--- config.mk ---
export PLATFORM = sky130hd
export DESIGN_NAME = serial_adder_ctrl
export DESIGN_NICKNAME = d
export VERILOG_FILES = /design/src/rtl/lab_pkg.sv /design/src/rtl/fa_bit.sv /design/src/rtl/serial_adder_ctrl.sv
export SDC_FILE = /design/constraint.sdc
export NUM_CORES = 1
export LEC_CHECK = 0
export CAP_MARGIN = 15
export CORE_AREA = 2 2 81 67
export CTS_CLUSTER_DIAMETER = 50
export CTS_CLUSTER_SIZE = 14
export DETAILED_ROUTE_END_ITERATION = 8
export DIE_AREA = 0 0 83 69
export PLACE_DENSITY = 0.56
export SLEW_MARGIN = 25
export SYNTH_ARGS = -nofsm -noshare
export SYNTH_HDL_FRONTEND = slang
export SYNTH_SLANG_ARGS = --single-unit
--- constraint.sdc ---
create_clock -name clk -period 4.5 [get_ports clk]
set_clock_uncertainty 0.2 [all_clocks]
set_input_delay 0.9 -clock clk [delete_from_list [all_inputs] [get_ports clk]]
set_output_delay 0.9 -clock clk [all_outputs]
set_load 0.005 [all_outputs]
--- src/rtl/lab_pkg.sv ---
// lab_pkg: shared FSM state type and default operand width for the serial adder.
package lab_pkg;
    typedef enum logic [1:0] {IDLE, ADD, DONE} state_t;
    localparam int DEFAULT_WIDTH = 8;
endpackage

--- src/rtl/fa_bit.sv ---
// fa_bit: combinational one-bit full adder.
// Ports: x, y, ci - addend bits and carry-in; s - sum bit; co - carry-out.
module fa_bit (
    input  logic x,
    input  logic y,
    input  logic ci,
    output logic s,
    output logic co
);
    assign s  = x ^ y ^ ci;
    assign co = (x & y) | (x & ci) | (y & ci);
endmodule

--- src/rtl/serial_adder_ctrl.sv ---
// serial_adder_ctrl: bit-serial adder, one bit pair per clock LSB first through a single fa_bit.
// Ports: clk, rst_n (async active-low); start/a/b/cin captured in IDLE;
//        busy high while adding; done one-cycle pulse; sum/cout registered, held until next completion.
module serial_adder_ctrl
    import lab_pkg::*;
#(
    parameter int WIDTH = DEFAULT_WIDTH
) (
    input  logic             clk,
    input  logic             rst_n,
    input  logic             start,
    input  logic [WIDTH-1:0] a,
    input  logic [WIDTH-1:0] b,
    input  logic             cin,
    output logic             busy,
    output logic             done,
    output logic [WIDTH-1:0] sum,
    output logic             cout
);
    localparam int CW = $clog2(WIDTH);

    state_t           state_q, state_d;
    logic [WIDTH-1:0] a_sr_q, a_sr_d, b_sr_q, b_sr_d, acc_q, acc_d, sum_q, sum_d;
    logic             carry_q, carry_d, cout_q, cout_d;
    logic [CW-1:0]    cnt_q, cnt_d;
    logic             s_bit, c_bit;

    fa_bit u_fa (
        .x  (a_sr_q[0]),
        .y  (b_sr_q[0]),
        .ci (carry_q),
        .s  (s_bit),
        .co (c_bit)
    );

    always_comb begin
        state_d = state_q;
        a_sr_d  = a_sr_q;
        b_sr_d  = b_sr_q;
        acc_d   = acc_q;
        carry_d = carry_q;
        cnt_d   = cnt_q;
        sum_d   = sum_q;
        cout_d  = cout_q;
        case (state_q)
            IDLE: if (start) begin
                a_sr_d  = a;
                b_sr_d  = b;
                carry_d = cin;
                cnt_d   = '0;
                state_d = ADD;
            end
            ADD: begin
                a_sr_d  = a_sr_q >> 1;
                b_sr_d  = b_sr_q >> 1;
                // new sum bit enters at the MSB so the LSB-first stream lands in order
                acc_d   = WIDTH'({s_bit, acc_q} >> 1);
                carry_d = c_bit;
                cnt_d   = cnt_q + CW'(1);
                if (cnt_q == CW'(WIDTH - 1)) begin
                    sum_d   = acc_d;
                    cout_d  = c_bit;
                    cnt_d   = '0;
                    state_d = DONE;
                end
            end
            DONE:    state_d = IDLE;
            default: state_d = IDLE;
        endcase
    end

    always_ff @(posedge clk or negedge rst_n) begin
        if (!rst_n) begin
            state_q <= IDLE;
            a_sr_q  <= '0;
            b_sr_q  <= '0;
            acc_q   <= '0;
            carry_q <= 1'b0;
            cnt_q   <= '0;
            sum_q   <= '0;
            cout_q  <= 1'b0;
        end else begin
            state_q <= state_d;
            a_sr_q  <= a_sr_d;
            b_sr_q  <= b_sr_d;
            acc_q   <= acc_d;
            carry_q <= carry_d;
            cnt_q   <= cnt_d;
            sum_q   <= sum_d;
            cout_q  <= cout_d;
        end
    end

    assign busy = (state_q == ADD);
    assign done = (state_q == DONE);
    assign sum  = sum_q;
    assign cout = cout_q;
endmodule
* Word level (Yosys, flattened, before mapping)
Index checks and enable logic that the tools add are counted.
** Word-level totals
- Bits in registers :: 39
- Latch bits :: 0
- Bits in writable memories :: 0
- Bits in read-only memories :: 0
- Input bits :: 20
- Output and inout bits :: 11
- Logic and storage cells :: 38
- Memories :: 0
** Cells by class
- Add/sub/neg operators :: 1
- $mul :: 0
- Divide/modulo/power cells :: 0
- Magnitude comparators :: 0
- Equality and inequality tests :: 5
- Shifts and indexed selects :: 0
- Muxes and demuxes :: 12
- Bitwise logic cells :: 7
- Reduce and logical (&&, ||, !) cells :: 5
** Operators with widths (count)
- 8-bit case mux with 2 select lines :: 2
- 8-bit 2-to-1 mux :: 2
- 3-bit 2-to-1 mux :: 2
- 3-bit case mux with 2 select lines :: 1
- 2-bit AND reduction :: 3
- 2-bit 2-to-1 mux :: 2
- 2-bit case mux with 2 select lines :: 1
- 3-bit by 1-bit adder with 3-bit output, second input constant :: 1
- 1-bit bitwise AND :: 3
- 3-bit == test, second input constant :: 1
- 2-bit by 1-bit == test with 1-bit output, second input constant :: 1
- 2-bit == test, second input constant :: 1
- 2-bit logical NOT :: 1
- 2-bit by 1-bit != test with 1-bit output, second input constant :: 1
- 2-bit != test, second input constant :: 1
- 1-bit OR :: 2
- 1-bit case mux with 2 select lines :: 1
- 2-bit nonzero test :: 1
- 1-bit XOR :: 2
- 1-bit 2-to-1 mux :: 1

* Logic depth before layout (Yosys ltp)
- Depth in word-level cells :: 4
- Depth in mapped cells :: 6
- Gate-level depth less buffers :: 4

* Modules after synthesis
Synthesis repeated with hierarchy kept, for this count alone.
** Second synthesis, totals
- Cells, all modules :: 139
- Area total of the unflattened synthesis :: 1702.9 µm²
** Modules (own cells, without submodules)
- serial_adder_ctrl :: instances 1, cells an instance 138, area each 1682.9 µm², sequential area each 950.9 µm²
- fa_bit :: instances 1, cells an instance 1, area each 20.0 µm², sequential area each 0.0 µm²

* Least setup slack after synthesis
No wires, ideal clock.
- Path type :: reg-to-output
- Start :: register state_q[1]
- End :: output port done
- Data arrival time :: 819 ps
- Path slack :: 2581 ps
- Stages on the path, launching flop included :: 4
- Path buffers :: 1
- Cells stage by stage :: dfrtp_1 inv_1 buf_2 nor2_1
** On the way
- Cells in the longest elaborated chain, start to end :: 1
** RTL lines
- from (decl) :: line serial_adder_ctrl.sv:22 : state_t state_q, state_d;
- from (signal assigned) :: line serial_adder_ctrl.sv:83 : state_q <= state_d;
- 2-bit == test :: line serial_adder_ctrl.sv:95 : assign done = (state_q == DONE);
- to (decl) :: line serial_adder_ctrl.sv:16 : output logic done,
Every way passes these cells.

* Worst setup path after layout
- Start :: register state_q[1]
- End :: output port busy
** On the way
- Cells in the longest elaborated chain, start to end :: 1
** RTL lines
- 2-bit by 1-bit == test with 1-bit output :: line serial_adder_ctrl.sv:94 : assign busy = (state_q == ADD);
- to (decl) :: line serial_adder_ctrl.sv:15 : output logic busy,
Every way passes these cells.

==> impl_metrics.json <==
{
  "ctsHoldBuffers": 0,
  "power_density_nw_per_um2": 662,
  "clkSlewWorstSetupHoldPaths_ns": 0.07,
  "vdd_ir_drop_max_mv": 0.225,
  "cts_sinks": 38,
  "relSlewSlack_pct": 63.0,
  "cap_violations": 0,
  "route.detailed.drc": 0,
  "die_y_um": 69,
  "die_area_um2": 5730,
  "run_status": "completed",
  "finalCriticalPeriod_ns": 2.93,
  "row_count": 23,
  "die_x_um": 83,
  "gp_congestion": 0.794,
  "io_pins": 31,
  "netlist_top_cells_area": "dfrtp_1 (57%), o22ai_1 (9.0%), mux2_2 (6.1%)",
  "final-setup-viol-count": 0,
  "clockRootBuffer": "clkbuf_8",
  "tns_ns": 0,
  "criticalPathCategory": "reg -> out",
  "p_comb_share_pct": 38.0,
  "numCtsBuffers": 5,
  "arrival_ns": 1.83,
  "yosysTopAreaCellShare_pct": 56.8,
  "clockPowerShare_pct": 16.8,
  "ys_seq_area_share_pct": 56.8,
  "worstPathRequired_ns": 3.40,
  "antenna_found_initial": 0,
  "portBuffers": 30,
  "synth_nets": 169,
  "avgViaCountPerCell": 5.22,
  "initial_core_util_pct": 34.0,
  "syn_to_final_growth_pct": 23.2,
  "synth.distinct_cells": 27,
  "ant_nets": 0,
  "dp_hpwl_mm": 2.36,
  "syn_area_um2": 1670,
  "synth_warnings": 0,
  "rsz0062_at_grt": "no",
  "tightest_slew_ns": 0.553,
  "globalRouteOverflowTotal": 0,
  "critPathCaptureType": "output port",
  "wl_mm": 3.43,
  "post-route-period-util_pct": 65.2,
  "cts_tree": "yes",
  "p_leak_nw": 0.891,
  "htreeDepth": 2,
  "layout-drive-gt1-share_pct": 12.6,
  "fin_nets": 199,
  "syn-instance-count": 146,
  "synth_top_area_cell": "dfrtp_1",
  "cts_post_setup_buffers_inserted": 0,
  "diodes": 0,
  "ctsResizeCount": 0,
  "vias": 1238,
  "core_area_um2": 4920,
  "finalHoldViolCount": 0,
  "max_freq_mhz": 341,
  "utilization_pct": 41.9,
  "p_sw_mw": 0.466,
  "grt_pass1_vias": 1222,
  "grt_pass1_wl_mm": 5.78,
  "grt_max_degree": 39,
  "pwr-share-seq_pct": 45.2,
  "wire_per_inst_um": 14.5,
  "nFillCells": 464,
  "drtIter0Drc": 100,
  "first_pass_iters": 4,
  "grt_usage_pct": 12.5,
  "cts.path.max_buffers": 2,
  "crit_fanout": 20,
  "slew_viol_final": 0,
  "clock_latency_ns": 0.29,
  "worstHoldPathType": "reg -> reg",
  "synth-seq-cells": 38,
  "p_int_mw": 0.899,
  "avgSynthCellArea_um2": 11.5,
  "cp-start-kind": "flop",
  "p_sw_share_pct": 34.1
}
## flip-flops by register name, indices dropped and copies added (netlist names)
register	count
carry_q	1
sum	8
cnt_q	3
a_sr_q	8
b_sr_q	8
acc_q	7
state_q	2
cout	1
## power groups by stage
stage / Clock (mW) / Combinational, mW / Sequential [mW]
6_report: 0.229 / 0.518 / 0.617
5_1_grt: 0.249 / 0.577 / 0.639
4_1_cts: 0.236 / 0.527 / 0.618
3_5_place_dp: 0 / 0.525 / 0.624
3_3_place_gp: 0 / 0.504 / 0.617
2_1_floorplan: 0 / 0.405 / 0.592
## stage by stage
step           hold slack (ns)  cells  worst slack, ns  instance area (um2)  total power [mW]
2_1_floorplan            0.240    146             2.58                 1670             0.997
3_3_place_gp             0.260    231             1.84                 1980              1.12
3_5_place_dp             0.274    231             1.78                 1980              1.15
4_1_cts                  0.291    237             1.56                 2060              1.38
5_1_grt                  0.322    237             1.46                 2060              1.47
6_report                 0.285    237             1.57                 2060              1.36
## cell type report
cell class	count	area, um2	share of cell area [%]
inverters	5	18.8	0.911
clock buffers	6	82.6	4.01
flip-flops and latches	38	951	46.1
well taps	62	77.6	3.76
repair buffers	31	308	14.9
multi-input cells	95	623	30.2
## cells in the mapped netlist
cell type	n
a21o_1	1
a21oi_1	11
a21oi_2	1
a22o_1	2
a2bb2oi_1	4
and2b_1	1
buf_12	2
buf_2	2
buf_6	2
clkbuf_1	2
dfrtp_1	38
fa_1	1
ha_1	2
inv_1	4
inv_2	1
mux2_2	9
nand2_1	23
nand2_4	1
nand2b_1	2
nand2b_4	1
nor2_1	3
nor3_1	1
o21ai_0	5
o21ai_2	1
o22ai_1	24
or2b_1	1
or4b_4	1
## worst max-delay path: stages (launching register included)
cell,delay (ns)
dfrtp_1,0.47
nand2b_4,0.29
inv_2,0.24
clkdlybuf4s50_1,0.54
## placed cells by master, fill, tap and decap left out, drive strengths merged
cell type      synthesis  routed
dfrtp                 38      38
clkdlybuf4s50          0      30
o22ai                 24      24
nand2                 24      24
a21oi                 12      12
mux2                   9       9
clkbuf                 2       6
o21ai                  6       6
inv                    5       5
a2bb2oi                4       4
nor2                   3       3
nand2b                 3       3
a22o                   2       2
ha                     2       2
or2b                   1       1
and2b                  1       1
or4b                   1       1
nor3                   1       1
a21o                   1       1
fa                     1       1
buf                    6       1
## worst paths after layout
kind | start | endpoint | slack [ns] | cells after the start
worst max-delay path | state_q[1]$_DFFE_PN0P_ | busy | 1.57 | 3
worst min-delay path | acc_q[5]$_DFFE_PN0N_ | acc_q[4]$_DFFE_PN0N_ | 0.28 | 2
worst max register to register | state_q[1]$_DFFE_PN0P_ | sum[1]$_DFFE_PN0P_ | 2.65 | 4
worst min register to register | acc_q[5]$_DFFE_PN0N_ | acc_q[4]$_DFFE_PN0N_ | 0.28 | 2
max in group asynchronous | rst_n | sum[6]$_DFFE_PN0P_ | 2.92 | 2
min in group asynchronous | rst_n | sum[0]$_DFFE_PN0P_ | 0.84 | 2
## cells by family (layout without fill, tap and decap cells)
group                    count (synthesis)  count (layout)  synth area share [%]
flip-flops                              38              38                  56.8
adder cells (fa/ha/maj)                  3               3                  2.69
AO/OA/AOI/OAI                           49              49                  18.4
multiplexers                             9               9                  6.06
AND/OR/NAND/NOR                         34              34                  10.1
buffers and inverters                   13              42                  5.91
## layer usage
layer / routed length, um / vias to the layer above / global-route usage (%)
li1: - / 584 / -
met1: 1570 / 621 / 16.0
met2: 1670 / 26 / 20.2
met3: 143 / 7 / 3.59
met4: 48 / 0 / 4.55
met5: 0 / - / 0
Note: power is estimated with default switching activity, not from simulation.
==> edit (config.mk and constraints unchanged) <==
`DEFAULT_WIDTH`: 8 -> 4.
--- a/src/rtl/lab_pkg.sv
+++ b/src/rtl/lab_pkg.sv
@@ -1,6 +1,6 @@
 // lab_pkg: shared FSM state type and default operand width for the serial adder.
 package lab_pkg;
     typedef enum logic [1:0] {IDLE, ADD, DONE} state_t;
-    localparam int DEFAULT_WIDTH = 8;
+    localparam int DEFAULT_WIDTH = 4;
 endpackage
 
Interface: changed (resized a, b and sum); port bits go from 31 to 19. No check against the original RTL was run, so the function may have changed too.
==> edit against the original RTL <==
Clock power decreased by 46%; largest power group unchanged; maximum frequency fell by 6.0%; global-route usage shrank 5.3 points; highest routed layer unchanged; critical path depth did not move; first-iteration DRC count is 66% lower; worst setup slack worse by 0.19 ns; cell area shrank 40%; sequential cell count down 17; combinational power is 38% lower; core utilization decreased by 17 points; area after synthesis decreased by 42%; routed wire length is 44% lower; via count is 49% lower; critical path type unchanged; total power shrank 41%.
==> edit: results (changes against the original RTL) <==
Synth
  – Synth cell count leaders: dfrtp_1 (21), mux2_2 (8), o221a_2 (7), or4b_1 (7), nand2b_1 (3)
  – Syn_nets: 82 (-51%)
  – Synth Warn #: 0 (unchanged)
  – Synth Area in Compound Gates: 14.0% (-4.4 points)
  – Post-Synth Adder-Cell Area: 3.33% (+0.64 points)
  – Post-synthesis mux area share: 9.22% (+3.2 points)
  – Avg Cell Area, Syn: 14.4 sq um (+25%)
  – Unique masters post-synth: 21 (-22%)
  – Top post-synthesis cells by area: dfrtp_1 (54%), mux2_2 (9.2%), o221a_2 (8.1%), or4b_1 (7.2%), fa_1 (2.0%)
  – Register area share after synthesis: 53.8% (-3.1 points)

Worst setup path
  – Slowest cell on crit path: dfrtp_1
  – Max incr delay on CP: 0.68 ns (+0.14 ns)
  – Maximum fanout along the worst path: 18 (-10%)
  – R2r setup slk: 2.61 ns (-0.04 ns)
  – FF-to-FF path depth: 3 (-1)
  – Critical Path AT: 2.02 ns (+0.19 ns)
  – R2r startpoint: state_q[0]$_DFFE_PN0P_
  – RR Endpoint: acc_q[3]$_DFFE_PN0N_
  – Crit path capture: busy
  – CP top delay family: buffers and inverters

Worst hold path
  – Hold Path Depth: 1 (-1)
  – Min-delay src: cout$_DFFE_PN0P_
  – Worst hold endpoint: cout$_DFFE_PN0P_

Outcome
  – Status: finished, final reports clean

Timing
  – Worst-margin pin slew: 0.534 ns (-0.0194 ns)

Clocking
  – Worst-Skew Late Latency: 0.26 ns (-0.03 ns)
  – Resized cells post-CTS: 0 (unchanged)
  – Clock Tree Buf Depth: 2 (unchanged)
  – Htree depth: 1 (-1)
  – TritonCTS Buffers: 3 (-2)

Global routing
  – Initial antenna violation count: 0 (unchanged)
  – Global-route wire length before repair: 3250 um (-44%)
  – Global-route track usage on met3: 4.07% (+0.48 points)
  – Largest net degree at the start of global routing: 22 (-44%)
  – GRT Total Usage: 7.16% (-5.3 points)
  – Global-route met2 utilization: 11.5% (-8.7 points)
  – Vias in the first global route: 674 (-45%)
  – Met1 global-route usage: 8.10% (-7.9 points)

Route
  – M1 WL: 853 um (-46%)
  – Met3 wire len: 118 um (-17%)
  – Vias per Instance: 4.26 (-18%)
  – Metal2 WL: 893 um (-47%)
  – DRT iter0 DRCs: 34 (-66%)
  – Per-cell routed wire length: 12.9 um (-11%)

Cells and area
  – Multi-input gate area: 413 sq um (-34%)
  – Non-Filler Instances: 148 (-38%)
  – Share of cells above drive strength 1: 25.6% (+13 points)
  – Final net count: 101 (-49%)
  – Filler Cells Inserted: 507 (+9.3%)

Pwr
  – Pleak: 0.523 nW (-41%)
  – Peak supply drop: 0.173 mV (-23%)
  – Switching power: 0.000254 W (-46%)

Place
  – Placer Congestion: 0.712 (-10%)
  – DP HPWL: 1390 um (-41%)
  – Port bufs: 18 (-40%)
  – Placed Cells: 144 (-38%)
[edit: per-stage QoR]
stage | setup slack (ns) | cell area [sq um] | hold WS, ns | utilization (%)
6_report | 1.38 | 1240 | 0.309 | 25.3
5_1_grt | 1.25 | 1240 | 0.328 | 25.3
4_1_cts | 1.38 | 1250 | 0.313 | 25.4
3_5_place_dp | 1.67 | 1200 | 0.294 | 24.5
3_3_place_gp | 1.73 | 1200 | 0.288 | 24.5
2_1_floorplan | 2.58 | 977 | 0.270 | -
[edit: power groups by stage]
stage          Combinational (W)  Clock, W  Sequential, W
2_1_floorplan           0.000244         0       0.000333
3_3_place_gp            0.000321         0       0.000359
3_5_place_dp            0.000326         0       0.000364
4_1_cts                 0.000327  0.000129       0.000361
5_1_grt                 0.000351  0.000140       0.000375
6_report                0.000320  0.000124       0.000360
[edit: area by class of cell]
type,count,area share (%)
sequential,21,42.2
multi-input combinational,41,33.2
timing repair buffer,18,14.1
tap,62,6.23
clock buffer,3,3.32
inverter,2,0.603
clock inverter,1,0.402
